File: config.mk
export PLATFORM = sky130hd
export DESIGN_NAME = uart_rx
export DESIGN_NICKNAME = d
export VERILOG_FILES = /design/src/rtl/uart_pkg.sv /design/src/rtl/uart_sync_2ff.sv /design/src/rtl/uart_rx.sv
export SDC_FILE = /design/constraint.sdc
export NUM_CORES = 1
export LEC_CHECK = 0
export CAP_MARGIN = 25
export CORE_UTILIZATION = 50
export CTS_BUF_LIST = sky130_fd_sc_hd__clkbuf_4 sky130_fd_sc_hd__clkbuf_8
export CTS_CLUSTER_DIAMETER = 200
export DETAILED_ROUTE_END_ITERATION = 6
export DONT_BUFFER_PORTS = 1
export PLACE_DENSITY = 0.72
export SLEW_MARGIN = 15
export SYNTH_ARGS = -nofsm -noshare
export SYNTH_HDL_FRONTEND = slang
export SYNTH_SLANG_ARGS = --single-unit
File: constraint.sdc
create_clock -name clk -period 1.8 [get_ports clk]
set_input_delay 0.18 -clock clk [delete_from_list [all_inputs] [get_ports clk]]
set_output_delay 0.18 -clock clk [all_outputs]
set_load 0.01 [all_outputs]
File: src/rtl/uart_pkg.sv
// UART shared definitions: receiver FSM encoding, default frame geometry
// and the idle level of the serial line.
package uart_pkg;

  localparam int   DEF_DATA_BITS    = 8;
  localparam int   DEF_OVERSAMPLING = 16;
  localparam logic LINE_IDLE        = 1'b1;

  typedef enum logic [2:0] {
    ST_IDLE   = 3'd0,
    ST_START  = 3'd1,
    ST_DATA   = 3'd2,
    ST_PARITY = 3'd3,
    ST_STOP   = 3'd4
  } uart_state_e;

endpackage

File: src/rtl/uart_sync_2ff.sv
// Two-flop synchroniser for a single asynchronous level. Both flops are
// preset to RESET_VAL so the output never shows a spurious edge at reset.
module uart_sync_2ff
  import uart_pkg::*;
#(
  parameter logic RESET_VAL = LINE_IDLE
) (
  input  logic clk,
  input  logic rst,
  input  logic d,
  output logic q
);

  logic meta_q;
  logic sync_q;

  // Metastability filter: two back-to-back flops, preset on reset.
  always_ff @(posedge clk or negedge rst) begin
    if (!rst) begin
      meta_q <= RESET_VAL;
      sync_q <= RESET_VAL;
    end else begin
      meta_q <= d;
      sync_q <= meta_q;
    end
  end

  assign q = sync_q;

endmodule

File: src/rtl/uart_rx.sv
// UART receiver: oversampled deserialiser for start + DATA_BITS (LSB first)
// + optional parity + one stop bit. Bits are sampled at their centre, found
// by counting OVERSAMPLING/2 ticks into the start bit.
// Optional feature macro: UART_RX_PARITY_EN (adds the parity bit and check;
// without it parity_error is held at 0).
module uart_rx
  import uart_pkg::*;
#(
  parameter int DATA_BITS    = DEF_DATA_BITS,
  parameter int OVERSAMPLING = DEF_OVERSAMPLING,
  parameter int PARITY_ODD   = 0
) (
  input  logic                 clk,
  input  logic                 rst,
  input  logic                 tick,
  input  logic                 rx,
  output logic [DATA_BITS-1:0] rx_data,
  output logic                 rx_done,
  output logic                 rx_busy,
  output logic                 frame_error,
  output logic                 parity_error
);

  localparam int TW = $clog2(OVERSAMPLING);
  localparam int BW = $clog2(DATA_BITS);
  localparam logic [TW-1:0] TICK_LAST = TW'(OVERSAMPLING - 1);
  localparam logic [TW-1:0] TICK_MID  = TW'(OVERSAMPLING / 2 - 1);
  localparam logic [BW-1:0] BIT_LAST  = BW'(DATA_BITS - 1);

  // Reject geometries the bit-centre logic cannot handle.
  if (DATA_BITS < 5 || DATA_BITS > 9 || OVERSAMPLING < 8 ||
      (OVERSAMPLING % 2) != 0 || PARITY_ODD < 0 || PARITY_ODD > 1) begin : g_bad_params
    $error("uart_rx: unsupported parameter combination");
  end

`ifdef UART_RX_PARITY_EN
  localparam uart_state_e AFTER_DATA = ST_PARITY;
  localparam logic        PAR_ODD    = (PARITY_ODD != 0);
`else
  localparam uart_state_e AFTER_DATA = ST_STOP;
`endif

  uart_state_e          state_q, state_d;
  logic [TW-1:0]        tick_cnt_q, tick_cnt_d;
  logic [BW-1:0]        bit_cnt_q, bit_cnt_d;
  logic [DATA_BITS-1:0] shift_q, shift_d;
  logic [DATA_BITS-1:0] data_q, data_d;
  logic                 done_q, done_d;
  logic                 busy_q, busy_d;
  logic                 ferr_q, ferr_d;
`ifdef UART_RX_PARITY_EN
  logic                 par_bad_q, par_bad_d;
  logic                 perr_q, perr_d;
`endif

  logic rx_s;
  logic bit_end;
  logic mid_start;

  uart_sync_2ff #(.RESET_VAL(LINE_IDLE)) u_sync (
    .clk (clk),
    .rst (rst),
    .d   (rx),
    .q   (rx_s)
  );

  assign bit_end   = tick && (tick_cnt_q == TICK_LAST);
  assign mid_start = tick && (tick_cnt_q == TICK_MID);

  // State register; reset aborts any frame in flight.
  always_ff @(posedge clk or negedge rst) begin
    if (!rst) state_q <= ST_IDLE;
    else      state_q <= state_d;
  end

  // Next-state: every transition except start detection waits for a bit boundary tick.
  always_comb begin
    state_d = state_q;
    case (state_q)
      ST_IDLE:   if (tick && !rx_s) state_d = ST_START;
      ST_START:  if (mid_start) state_d = rx_s ? ST_IDLE : ST_DATA;
      ST_DATA:   if (bit_end && (bit_cnt_q == BIT_LAST)) state_d = AFTER_DATA;
`ifdef UART_RX_PARITY_EN
      ST_PARITY: if (bit_end) state_d = ST_STOP;
`endif
      ST_STOP:   if (bit_end) state_d = ST_IDLE;
      default:   state_d = ST_IDLE;
    endcase
  end

  // Datapath and output flags for each state; rx_done defaults low so it is a single-cycle pulse.
  always_comb begin
    tick_cnt_d = tick_cnt_q;
    bit_cnt_d  = bit_cnt_q;
    shift_d    = shift_q;
    data_d     = data_q;
    done_d     = 1'b0;
    busy_d     = busy_q;
    ferr_d     = ferr_q;
`ifdef UART_RX_PARITY_EN
    par_bad_d  = par_bad_q;
    perr_d     = perr_q;
`endif
    case (state_q)
      ST_IDLE: begin
        if (tick && !rx_s) begin
          tick_cnt_d = '0;
          busy_d     = 1'b1;
        end
      end
      ST_START: begin
        if (mid_start) begin
          tick_cnt_d = '0;
          bit_cnt_d  = '0;
          if (rx_s) busy_d = 1'b0;  // line back high: glitch, not a start bit
        end else if (tick) begin
          tick_cnt_d = tick_cnt_q + TW'(1);
        end
      end
      ST_DATA: begin
        if (bit_end) begin
          tick_cnt_d = '0;
          shift_d    = {rx_s, shift_q[DATA_BITS-1:1]};
          bit_cnt_d  = bit_cnt_q + BW'(1);
        end else if (tick) begin
          tick_cnt_d = tick_cnt_q + TW'(1);
        end
      end
`ifdef UART_RX_PARITY_EN
      ST_PARITY: begin
        if (bit_end) begin
          tick_cnt_d = '0;
          par_bad_d  = rx_s ^ (^shift_q) ^ PAR_ODD;
        end else if (tick) begin
          tick_cnt_d = tick_cnt_q + TW'(1);
        end
      end
`endif
      ST_STOP: begin
        if (bit_end) begin
          tick_cnt_d = '0;
          data_d     = shift_q;
          ferr_d     = ~rx_s;
          done_d     = 1'b1;
          busy_d     = 1'b0;
`ifdef UART_RX_PARITY_EN
          perr_d     = par_bad_q;
`endif
        end else if (tick) begin
          tick_cnt_d = tick_cnt_q + TW'(1);
        end
      end
      default: ;
    endcase
  end

  // Datapath registers.
  always_ff @(posedge clk or negedge rst) begin
    if (!rst) begin
      tick_cnt_q <= '0;
      bit_cnt_q  <= '0;
      shift_q    <= '0;
      data_q     <= '0;
      done_q     <= 1'b0;
      busy_q     <= 1'b0;
      ferr_q     <= 1'b0;
`ifdef UART_RX_PARITY_EN
      par_bad_q  <= 1'b0;
      perr_q     <= 1'b0;
`endif
    end else begin
      tick_cnt_q <= tick_cnt_d;
      bit_cnt_q  <= bit_cnt_d;
      shift_q    <= shift_d;
      data_q     <= data_d;
      done_q     <= done_d;
      busy_q     <= busy_d;
      ferr_q     <= ferr_d;
`ifdef UART_RX_PARITY_EN
      par_bad_q  <= par_bad_d;
      perr_q     <= perr_d;
`endif
    end
  end

  assign rx_data     = data_q;
  assign rx_done     = done_q;
  assign rx_busy     = busy_q;
  assign frame_error = ferr_q;
`ifdef UART_RX_PARITY_EN
  assign parity_error = perr_q;
`else
  assign parity_error = 1'b0;
`endif

endmodule

# After elaboration in Yosys (flattened, before gate mapping)
# Cells that the tools add are included.
word_totals:
  regBits: 31
  latch_bits: 0
  ramBits: 0
  rom_bits: 0
  inputBits: 4
  output_inout_bits: 12
  elab_cells: 62
  memories: 0
classes:
  add_sub_neg: 2
  multipliers: 0
  div: 0
  magnitude_cmp: 0
  eq_ne: 12
  n_shift: 0
  mux: 21
  n_bitwise: 1
  reduce_logical: 16
ops:
  columns: ["cell", "count"]
  rows:
  - ["$mux W3", 6]
  - ["$mux W4", 4]
  - ["$pmux W3 S4", 1]
  - ["$pmux W4 S3", 1]
  - ["$ne A2 B2 Y1 const B", 5]
  - ["$eq A3 B3 Y1 const B", 2]
  - ["$mux W1", 6]
  - ["$pmux W3 S2", 1]
  - ["$reduce_and A2 Y1", 3]
  - ["$reduce_bool A3 Y1", 2]
  - ["$reduce_and A5 Y1", 1]
  - ["$add A4 B1 Y4 const B", 1]
  - ["$eq A4 B3 Y1 const B", 1]
  - ["$eq A4 B4 Y1 const B", 1]
  - ["$logic_and A1 B1 Y1", 4]
  - ["$reduce_and A4 Y1", 1]
  - ["$add A3 B1 Y3 const B", 1]
  - ["$eq A3 B1 Y1 const B", 1]
  - ["$eq A3 B2 Y1 const B", 1]
  - ["$logic_not A3 Y1", 1]
  - ["$pmux W1 S3", 1]
  - ["$reduce_and A3 Y1", 1]
  - ["$mux W2", 1]
  - ["$ne A2 B1 Y1 const B", 1]
  - ["4 further kinds", 4]

# Depth between registers and ports, before layout
# Gate-level depths: netlist (run 1).
depth:
  ltp_word: 5
  depth_mapped: 6
  depth_no_buf: 5

# Modules after synthesis
# From an unflattened synthesis (run 1), not the netlist that was laid out.
hier_totals:
  cells_unflattened: 126
  area_unflattened_um2: 1524.0
modules_own_cells:
  columns: ["module", "instances", "cells_each", "area_each_um2"]
  rows:
  - ["uart_rx", 1, 124, 1471.4]
  - ["uart_sync_2ff", 1, 2, 52.6]

# Least setup slack after synthesis (run 1)
# Ideal clock, no wire load.
synth_timing:
  kind: "reg2reg"
  startpoint: "register tick_cnt_q[0]"
  endpoint: "register data_q[1] (netlist: rx_data[1])"
  setup_time_ps: 125
  arrival_time_ps: 1672
  path_slack_ps: 3
  stages_incl_launch_ff: 6
  path_buffers: 1
  period_less_slack_ps: 1797
  cell_sequence: "dfrtp_1 ha_1 nand3_4 or4_4 buf_6 mux2_4"
synth_via:
  elab_chain_cells: 3
synth_lines:
  columns: ["item", "line", "source"]
  rows:
  - ["start, declared", "uart_rx.sv:44", "logic [TW-1:0] tick_cnt_q, tick_cnt_d;"]
  - ["start signal, assigned", "uart_rx.sv:172", "tick_cnt_q <= tick_cnt_d;"]
  - ["$eq A4 B4 Y1", "uart_rx.sv:67", "assign bit_end = tick && (tick_cnt_q == TICK_LAST);"]
  - ["$logic_and A1 B1 Y1", "uart_rx.sv:67", null]
  - ["$reduce_and A2 Y1 (no source line)", null, null]
  - ["end signal, assigned", "uart_rx.sv:175", "data_q <= data_d;"]
  - ["end, declared", "uart_rx.sv:47", "logic [DATA_BITS-1:0] data_q, data_d;"]
# No other way between the ends.
# A chain may end at the register's enable or synchronous reset.

# Worst setup path in the final report (run 1)
layout_timing:
  startpoint: "register tick_cnt_q[0]"
  endpoint: "register data_q[4] (netlist: rx_data[4])"
# Same word-level chain as after synthesis.

==> results_dict.tcl, run 1 <==
set metrics [dict create \
    ys_warn_count 0 \
    grt_max_degree 32 \
    r2r-start "tick_cnt_q[0]" \
    synth.avg_cell_area_um2 12.1 \
    arrival_ns 1.93 \
    reg2reg_depth 4 \
    drive_above_1_share 0.364 \
    fin_nets 149 \
    holdWs_ns 0.0407 \
    coreArea_mm2 0.00283 \
    crit_slowest_cell "or4_4" \
    vias_per_cell 5.85 \
    vdd_drop_max_uv 617 \
    p_leak_nw 0.806 \
    portBuffers 0 \
    grt_pass1_vias 1003 \
    clock_sinks 31 \
    max-cap-violations 0 \
    switching_share 0.336 \
    dpl.cell_count 162 \
    status "finished clean" \
    max_stage_delay_ns 0.61 \
    pwr-share-clk 0.241 \
    min_to "tick_cnt_q[2]" \
    critPathBufInv 0 \
    row_count 19 \
    fin_worst_skew_ns 0.00890 \
    ys_async_sr_fraction 1.00 \
    design_area_mm2 0.00175 \
    grt_antenna_before_repair 0 \
    dieArea_mm2 0.00327 \
    diodes 0 \
    grtUsageTotal 0.206 \
    critPathCaptureType "flip-flop" \
    ys.flop_type "dfrtp_1" \
    dieWidth_um 57.2 \
    hp-start "tick" \
    syn-cell-area_mm2 0.00152 \
    hold_class "primary input to flip-flop" \
    yosysSeqAreaShare 0.511 \
    fmax_mhz 584 \
    yosysTopAreaCell "dfrtp_1" \
    p_per_area_mw_per_mm2 1100 \
    wl_per_cell_um 16.3 \
    htree_levels 2 \
    power.internal_mw 1.28 \
    num_vias 1018 \
    clk-insertion-delay-late_ns 0.33 \
    clk_pin_slew_worst_paths_ns 0.09 \
    tns_ns 0 \
    yosysMostFrequentCell "dfrtp_1" \
    grt-ovfl-total 0 \
    post_dp_cell_area_mm2 0.00161 \
    worst_setup_path_start_kind "flip-flop" \
    cts_buffers 5 \
    io_pins 16 \
    fin_crit_sh 0.951 \
    clock_path_buffers 2 \
    hold_depth 2 \
    drcViolationCount 0 \
    synth.area.top_cells "dfrtp_1 (48%), mux2_4 (6.9%), mux2_2 (6.7%), dfstp_2 (3.4%), ha_1 (2.5%)" \
    final.min_clock_period_ns 1.71 \
    critPathRequiredTime_ns 2.02 \
    crit_chain "ha_4 -> nand3_4 -> or4_4 -> mux2_4" \
    rsz0062_at_grt "no" \
    rrSetupSlack_ns 0.09 \
    multi_input_area_um2 693 \
    cts_tree "done" \
    gp_congestion 0.800 \
    ys_types 44 \
    dp_hpwl_um 2070 \
    worstSetupPathType "flip-flop to flip-flop" \
    dr.first_iter.drc_count 24 \
    yosysTopAreaCellShare 0.476 \
    seq_area_um2 779 \
    root_buffer "clkbuf_4" \
    slew_violations 0 \
    power.share.combinational 0.314 \
    cp_max_fo 11 \
    drtAntennaViolNets 0 \
    final_cell_count_no_fill 174 \
    r2r-end "rx_data[4]" \
    netlist_instances 126 \
    fp.dieH_um 57.2 \
    synth_fp_nets 133 \
    seq_power_share 0.445 \
    routed_wl_um 2840 \
    nFillCells 236 \
    hold_viol 0 \
    synth_common_cells "dfrtp_1 (29), mux2_2 (9), nand2_1 (8), nor2_1 (8)" \
    grt_pass1_wl_um 4930 \
    path_delay_family "simple AND/OR/NAND/NOR gates" \
    setup_violations 0 \
    synth-edff-count 0 \
    initial_core_util 0.539 \
    p_sw_uw 650 \
    synth.ff_latch_count 31 \
    dr.pass1.iters 4 \
    area_delta_synth_final_pct 15.1 \
    fin_total_pwr_mw 1.93 \
]
## worst register-to-register path, delay by kind of cell, from the launching register on
family / cells / cell delay (ns)
adder cells (fa/ha/maj): 1 / 0.18
flip-flops: 1 / 0.40
multiplexers: 1 / 0.34
AND/OR/NAND/NOR: 2 / 0.69
## through the flow
step | utilization | setup WS [ns]
2_1_floorplan | - | 0.00285
3_3_place_gp | 0.569 | 0.0594
3_5_place_dp | 0.569 | 0.000269
4_1_cts | 0.613 | 0.0185
5_1_grt | 0.620 | 0.0121
6_report | 0.620 | 0.0889
## how the worst max path moves through the flow
stage | start | to | slack [ns] | cells after the start
6_report | tick_cnt_q[0] | rx_data[4] | 0.09 | 4
4_1_cts | tick_cnt_q[1] | rx_data[1] | 0.02 | 4
3_3_place_gp | tick_cnt_q[1] | rx_data[6] | 0.06 | 4
2_1_floorplan | tick_cnt_q[0] | rx_data[1] | 0.003 | 5
5_1_grt | state_q[1] | state_q[1] | 0.01 | 5
3_5_place_dp | tick_cnt_q[1] | rx_data[1] | 0.0003 | 4
## registers in the layout (all words and copies together), names as in the netlist
| register | count |
|---|---|
| bit_cnt_q | 3 |
| frame_error | 1 |
| rx_busy | 1 |
| rx_data | 8 |
| rx_done | 1 |
| shift_q | 8 |
| state_q | 3 |
| tick_cnt_q | 4 |
| u_sync.meta_q | 1 |
| u_sync.q | 1 |
## area by class of cell
class / instances / area share
well taps: 31 / 0.0221
inverters: 7 / 0.0150
flip-flops and latches: 31 / 0.444
multi-input cells: 81 / 0.395
repair buffers: 16 / 0.0820
clock inverters: 1 / 0.00428
clock buffers: 7 / 0.0371
## cells by family (layout without fill, tap and decap cells)
| family | Yosys count | in the layout | share of synthesized area |
|---|---|---|---|
| flip-flops | 31 | 31 | 0.511 |
| adder cells (fa/ha/maj) | 4 | 4 | 0.0312 |
| other | 1 | 1 | 0.00246 |
| XOR/XNOR | 1 | 1 | 0.00575 |
| multiplexers | 16 | 16 | 0.135 |
| AO/OA/AOI/OAI | 27 | 27 | 0.136 |
| AND/OR/NAND/NOR | 32 | 32 | 0.132 |
| buffers and inverters | 14 | 31 | 0.0460 |
## placed cells by master, fill, tap and decap left out, types with 3 or more instances in the layout
cell type,netlist,final
dlygate4sd3_1,0,3
nor2_1,8,7
dfrtp_1,29,28
a21oi_1,5,5
nand2_1,8,7
inv_1,7,7
mux2_2,9,9
mux2_4,7,7
clkbuf_4,0,5
nand2b_1,6,6
buf_4,2,11
o22ai_1,3,3
## power groups by stage
stage / combinational [mW] / clock [mW] / sequential [mW]
global placement: 0.526 / 0 / 0.858
global route: 0.686 / 0.506 / 0.875
finish: 0.606 / 0.466 / 0.861
detailed placement: 0.552 / 0 / 0.861
CTS: 0.581 / 0.481 / 0.848
floorplan: 0.414 / 0 / 0.831
## what timing repair did
item,4_1_cts,5_1_grt
cloned,0,0
endpoints found under the setup margin,8,20
hold buffers,4,0
buffers inserted,0,0
gates resized for setup,1,5
hold endpoints to repair,34,0
## routing by layer
metal,GRT usage,vias to the layer above,part of all wire
met5,0,-,0
met4,0.0767,0,0.016
met3,0.0658,6,0.036
met2,0.311,18,0.50
met1,0.279,498,0.45
li1,-,496,-
No activity file was read; power rests on OpenSTA's default activity.
==> run 2: changes to the inputs <==
--- a/config.mk
+++ b/config.mk
@@ -6,12 +6,12 @@
 export NUM_CORES = 1
 export LEC_CHECK = 0
 export CAP_MARGIN = 25
-export CORE_UTILIZATION = 50
+export CORE_UTILIZATION = 65
 export CTS_BUF_LIST = sky130_fd_sc_hd__clkbuf_4 sky130_fd_sc_hd__clkbuf_8
 export CTS_CLUSTER_DIAMETER = 200
 export DETAILED_ROUTE_END_ITERATION = 6
 export DONT_BUFFER_PORTS = 1
-export PLACE_DENSITY = 0.72
+export PLACE_DENSITY = 0.85
 export SLEW_MARGIN = 15
 export SYNTH_ARGS = -nofsm -noshare
 export SYNTH_HDL_FRONTEND = slang
==> constraint.sdc (replaced) <==
create_clock -name clk -period 2.1 [get_ports clk]
set_input_delay 0.21 -clock clk [delete_from_list [all_inputs] [get_ports clk]]
set_output_delay 0.21 -clock clk [all_outputs]
set_load 0.01 [all_outputs]
==> run 2 against run 1 <==
Against the previous run: total power fell by 16%; register-to-register slack improved by 0.08 ns; worst hold slack got worse by 0.031 ns; sequential cell count did not move; count of clock-buffer cells in the layout fell by 1; largest power group unchanged.
==> results_dict.tcl, run 2 (same netlist as run 1, synthesis figures left out) <==
set metrics [dict create \
    coreArea_mm2 0.00221 \
    hold_viol 0 \
    dieArea_mm2 0.00254 \
    hold_depth 2 \
    dpl.cell_count 148 \
    post_cts_buffers 0 \
    grt-ovfl-total 0 \
    status "finished clean" \
    post-route-util 0.750 \
    cts_tree "done" \
    grt_max_degree 32 \
    setup_violations 0 \
    cp-startpoint "tick_cnt_q[0]" \
    wl_per_cell_um 17.4 \
    diodes 0 \
    reg2reg_depth 4 \
    drtAntennaViolNets 0 \
    cp_max_fo 11 \
    hold_class "primary input to flip-flop" \
    vias_per_cell 6.23 \
    htree_levels 2 \
    rsz0062_at_grt "no" \
    row_count 17 \
    design_area_mm2 0.00166 \
    initial_core_util 0.689 \
    root_buffer "clkbuf_4" \
    slew_violations 0 \
    drive_above_1_share 0.280 \
    maxSlewHeadroom 0.577 \
    grtUsageTotal 0.268 \
    critPathCaptureType "flip-flop" \
    drcViolationCount 0 \
    gp_congestion 0.804 \
    tns_ns 0 \
    portBuffers 0 \
    fmax_mhz 517 \
    dr.pass1.iters 4 \
    area_delta_synth_final_pct 8.87 \
    holdWs_ns 0.00922 \
    vdd_drop_max_uv 709 \
    routed_wl_um 2790 \
    max-cap-violations 0 \
    fin_worst_skew_ns 0.0142 \
    clock_path_buffers 2 \
    fin_nets 138 \
    worst_slack_ns 0.165 \
    worst_setup_path_start_kind "flip-flop" \
    grt_pass1_vias 1030 \
    fin_total_pwr_mw 1.63 \
    r2r-start "tick_cnt_q[0]" \
    final_common_cell "dfrtp_1" \
    clk_pin_slew_worst_paths_ns 0.10 \
    dieWidth_um 50.4 \
    p_per_area_mw_per_mm2 984 \
    grt_antenna_before_repair 0 \
    hp-start "tick" \
    clk-insertion-delay-late_ns 0.33 \
    final_cell_mix "dfrtp_1 (29), mux2_2 (9), nand2_1 (8), nor2_1 (8)" \
    num_vias 996 \
    worstSetupPathType "flip-flop to flip-flop" \
    dr.first_iter.drc_count 15 \
    worst_pin_slew_ns 0.629 \
    io_pins 16 \
    grt_pass1_wl_um 4770 \
    post_dp_cell_area_mm2 0.00152 \
    fin_crit_sh 0.922 \
    critPathRequiredTime_ns 2.31 \
    fp.dieH_um 50.4 \
    dp_hpwl_um 1910 \
    final.min_clock_period_ns 1.94 \
    arrival_ns 2.14 \
    clock_sinks 31 \
    cts_buffers 5 \
    final_cell_count_no_fill 160 \
    p_leak_nw 0.762 \
    pre_cts_slack_ns 0.213 \
]
## run 2: what timing repair did
action / 4_1_cts / 5_1_grt
hold buffers: 4 / 0
hold endpoints to repair: 33 / 0
resized for setup: 0 / 0
## run 2: final timing paths
path | to | slack (ns)
max reg2reg | rx_data[3] | 0.16
min reg2reg | u_sync.q | 0.36
min in group asynchronous | tick_cnt_q[2] | 0.30
max in group asynchronous | u_sync.q | 1.54
max | rx_data[3] | 0.16
min | tick_cnt_q[1] | 0.009
## run 2: per-layer routing
metal  vias to the layer above  part of all wire  global-route usage
met4                         0             0.012               0.111
met5                         -                 0                   0
met2                        23              0.53               0.440
met3                         5             0.047               0.118
met1                       499              0.41               0.303
li1                        469                 -                   -
## run 2: worst max-delay path: stages, from the launching register on
cell and delay (ns):
dfrtp_1 0.41, ha_1 0.29, nand3_4 0.14, or4_4 0.63
mux2_4 0.34
## run 2: final cells by class
class	instances	area (um2)
Multi-Input combinational cell	81	676
Fill cell	145	553
Sequential cell	31	778
Inverter	7	26.3
Timing Repair Buffer	5	57.6
Tap cell	28	35.0
Clock buffer	6	51.3
Clock inverter	2	35.0
## run 2: power breakdown
group	switching [mW]	internal (mW)	total [mW]
clock network	0.195	0.281	0.476
logic	0.213	0.177	0.390
registers	0.114	0.653	0.767
==> run 3: changes to the inputs <==
--- a/config.mk
+++ b/config.mk
@@ -12,6 +12,7 @@
 export DETAILED_ROUTE_END_ITERATION = 6
 export DONT_BUFFER_PORTS = 1
 export PLACE_DENSITY = 0.85
+export REMOVE_ABC_BUFFERS = 1
 export SLEW_MARGIN = 15
 export SYNTH_ARGS = -nofsm -noshare
 export SYNTH_HDL_FRONTEND = slang
==> run 3 against run 2 <==
Against the previous run: non-clock buffer count up 1; via count up 2.0%; clock power up 22%; worst hold slack better by 0.0090 ns; critical path type unchanged; total power up 6.9%.
==> results_dict.tcl, run 3 (same netlist as run 1, synthesis figures left out) <==
set metrics [dict create \
    wl_per_cell_um 17.4 \
    final_cell_mix "dfrtp_1 (29), mux2_2 (9), nand2_1 (8), nor2_1 (8)" \
    clock_path_buffers 2 \
    row_count 17 \
    io_pins 16 \
    fmax_mhz 498 \
    diodes 0 \
    fp.dieH_um 50.4 \
    dr.pass1.iters 4 \
    coreArea_mm2 0.00221 \
    final_common_cell "dfrtp_1" \
    num_vias 1016 \
    fin_worst_skew_ns 0.0188 \
    nFillCells 142 \
    gp_congestion 0.861 \
    worstSetupPathType "flip-flop to flip-flop" \
    setup_violations 0 \
    dr.first_iter.drc_count 33 \
    area_delta_synth_final_pct 10.4 \
    r2r-end "tick_cnt_q[0]" \
    dieArea_mm2 0.00254 \
    initial_core_util 0.689 \
    p_per_area_mw_per_mm2 1040 \
    holdWs_ns 0.0183 \
    grt_max_degree 32 \
    r2r-start "tick_cnt_q[0]" \
    portBuffers 0 \
    endpoint "tick_cnt_q[0]" \
    root_buffer "clkbuf_4" \
    worst_setup_path_start_kind "flip-flop" \
    clock_sinks 31 \
    cp-startpoint "tick_cnt_q[0]" \
    grt_pass1_wl_um 4710 \
    fin_nets 139 \
    fin_crit_sh 0.956 \
    clk-insertion-delay-late_ns 0.33 \
    slew_violations 0 \
    drcViolationCount 0 \
    grt_antenna_before_repair 0 \
    cts_buffers 5 \
    hold_class "primary input to flip-flop" \
    routed_wl_um 2810 \
    clk_pin_slew_worst_paths_ns 0.11 \
    htree_levels 2 \
    max-cap-violations 0 \
    cts_resized 0 \
    hold_viol 0 \
    rrSetupSlack_ns 0.09 \
    drive_above_1_share 0.293 \
    rsz0062_at_grt "no" \
    drtAntennaViolNets 0 \
    arrival_ns 2.21 \
    grt_pass1_vias 1027 \
    p_leak_nw 0.777 \
    status "finished clean" \
    grt-ovfl-total 0 \
    vias_per_cell 6.31 \
    final.min_clock_period_ns 2.01 \
    vdd_drop_max_uv 909 \
    tns_ns 0 \
    dieWidth_um 50.4 \
    critPathCaptureType "flip-flop" \
    reg2reg_depth 5 \
    critPathRequiredTime_ns 2.30 \
    cp_max_fo 5 \
    cts_tree "done" \
    grtUsageTotal 0.265 \
    dp_hpwl_um 1930 \
]
## run 3: worst min-delay path by stage
stage                     startpoint            end  slack, ns  depth (start not counted)
after global routing            tick  tick_cnt_q[1]       0.01                          2
after floorplan                  rst   bit_cnt_q[0]      -0.09                          0
final                           tick  tick_cnt_q[1]       0.02                          2
after detailed placement         rst  tick_cnt_q[2]      -0.08                          0
after CTS                       tick  tick_cnt_q[1]       0.01                          2
after global placement           rst  tick_cnt_q[2]      -0.09                          0
## run 3: power breakdown
part	internal, mW	switching [mW]	total (mW)
Clock	0.385	0.199	0.583
Sequential	0.653	0.116	0.769
Combinational	0.175	0.218	0.394
Total	1.21	0.533	1.75
## run 3: critical path, cell delays in order (launching register included)
cell and delay (ns):
dfrtp_1 0.42, ha_1 0.28, and4_2 0.28, o32ai_2 0.39
nand2_1 0.19, o311ai_1 0.34
## run 3: timing repair
item,CTS,global route
hold endpoints to repair,32,0
hold buffers,3,0
setup buffers,0,0
## run 3: final cells by class
class	instances	area [um2]	share of cell area
Clock buffer	6	45.0	0.0268
Clock inverter	2	60.1	0.0357
Inverter	7	26.3	0.0156
Multi-Input combinational cell	81	676	0.401
Sequential cell	31	778	0.462
Tap cell	28	35.0	0.0208
Timing Repair Buffer	6	62.6	0.0372
## run 3: metal layers
layer	GRT usage	share of wire
met3	0.109	0.057
met5	0	0
met1	0.296	0.40
met4	0.148	0.020
met2	0.427	0.52
## run 3: through the flow
step | utilization | instance area [um2] | worst slack (ns) | instances | total power, mW
detailed placement | 0.695 | 1540 | 0.128 | 150 | 1.14
global route | 0.761 | 1680 | 0.00638 | 161 | 1.84
CTS | 0.761 | 1680 | 0.108 | 161 | 1.75
floorplan | - | 1480 | 0.337 | 119 | 1.05
global placement | 0.695 | 1540 | 0.233 | 150 | 1.12
finish | 0.761 | 1680 | 0.0920 | 161 | 1.75
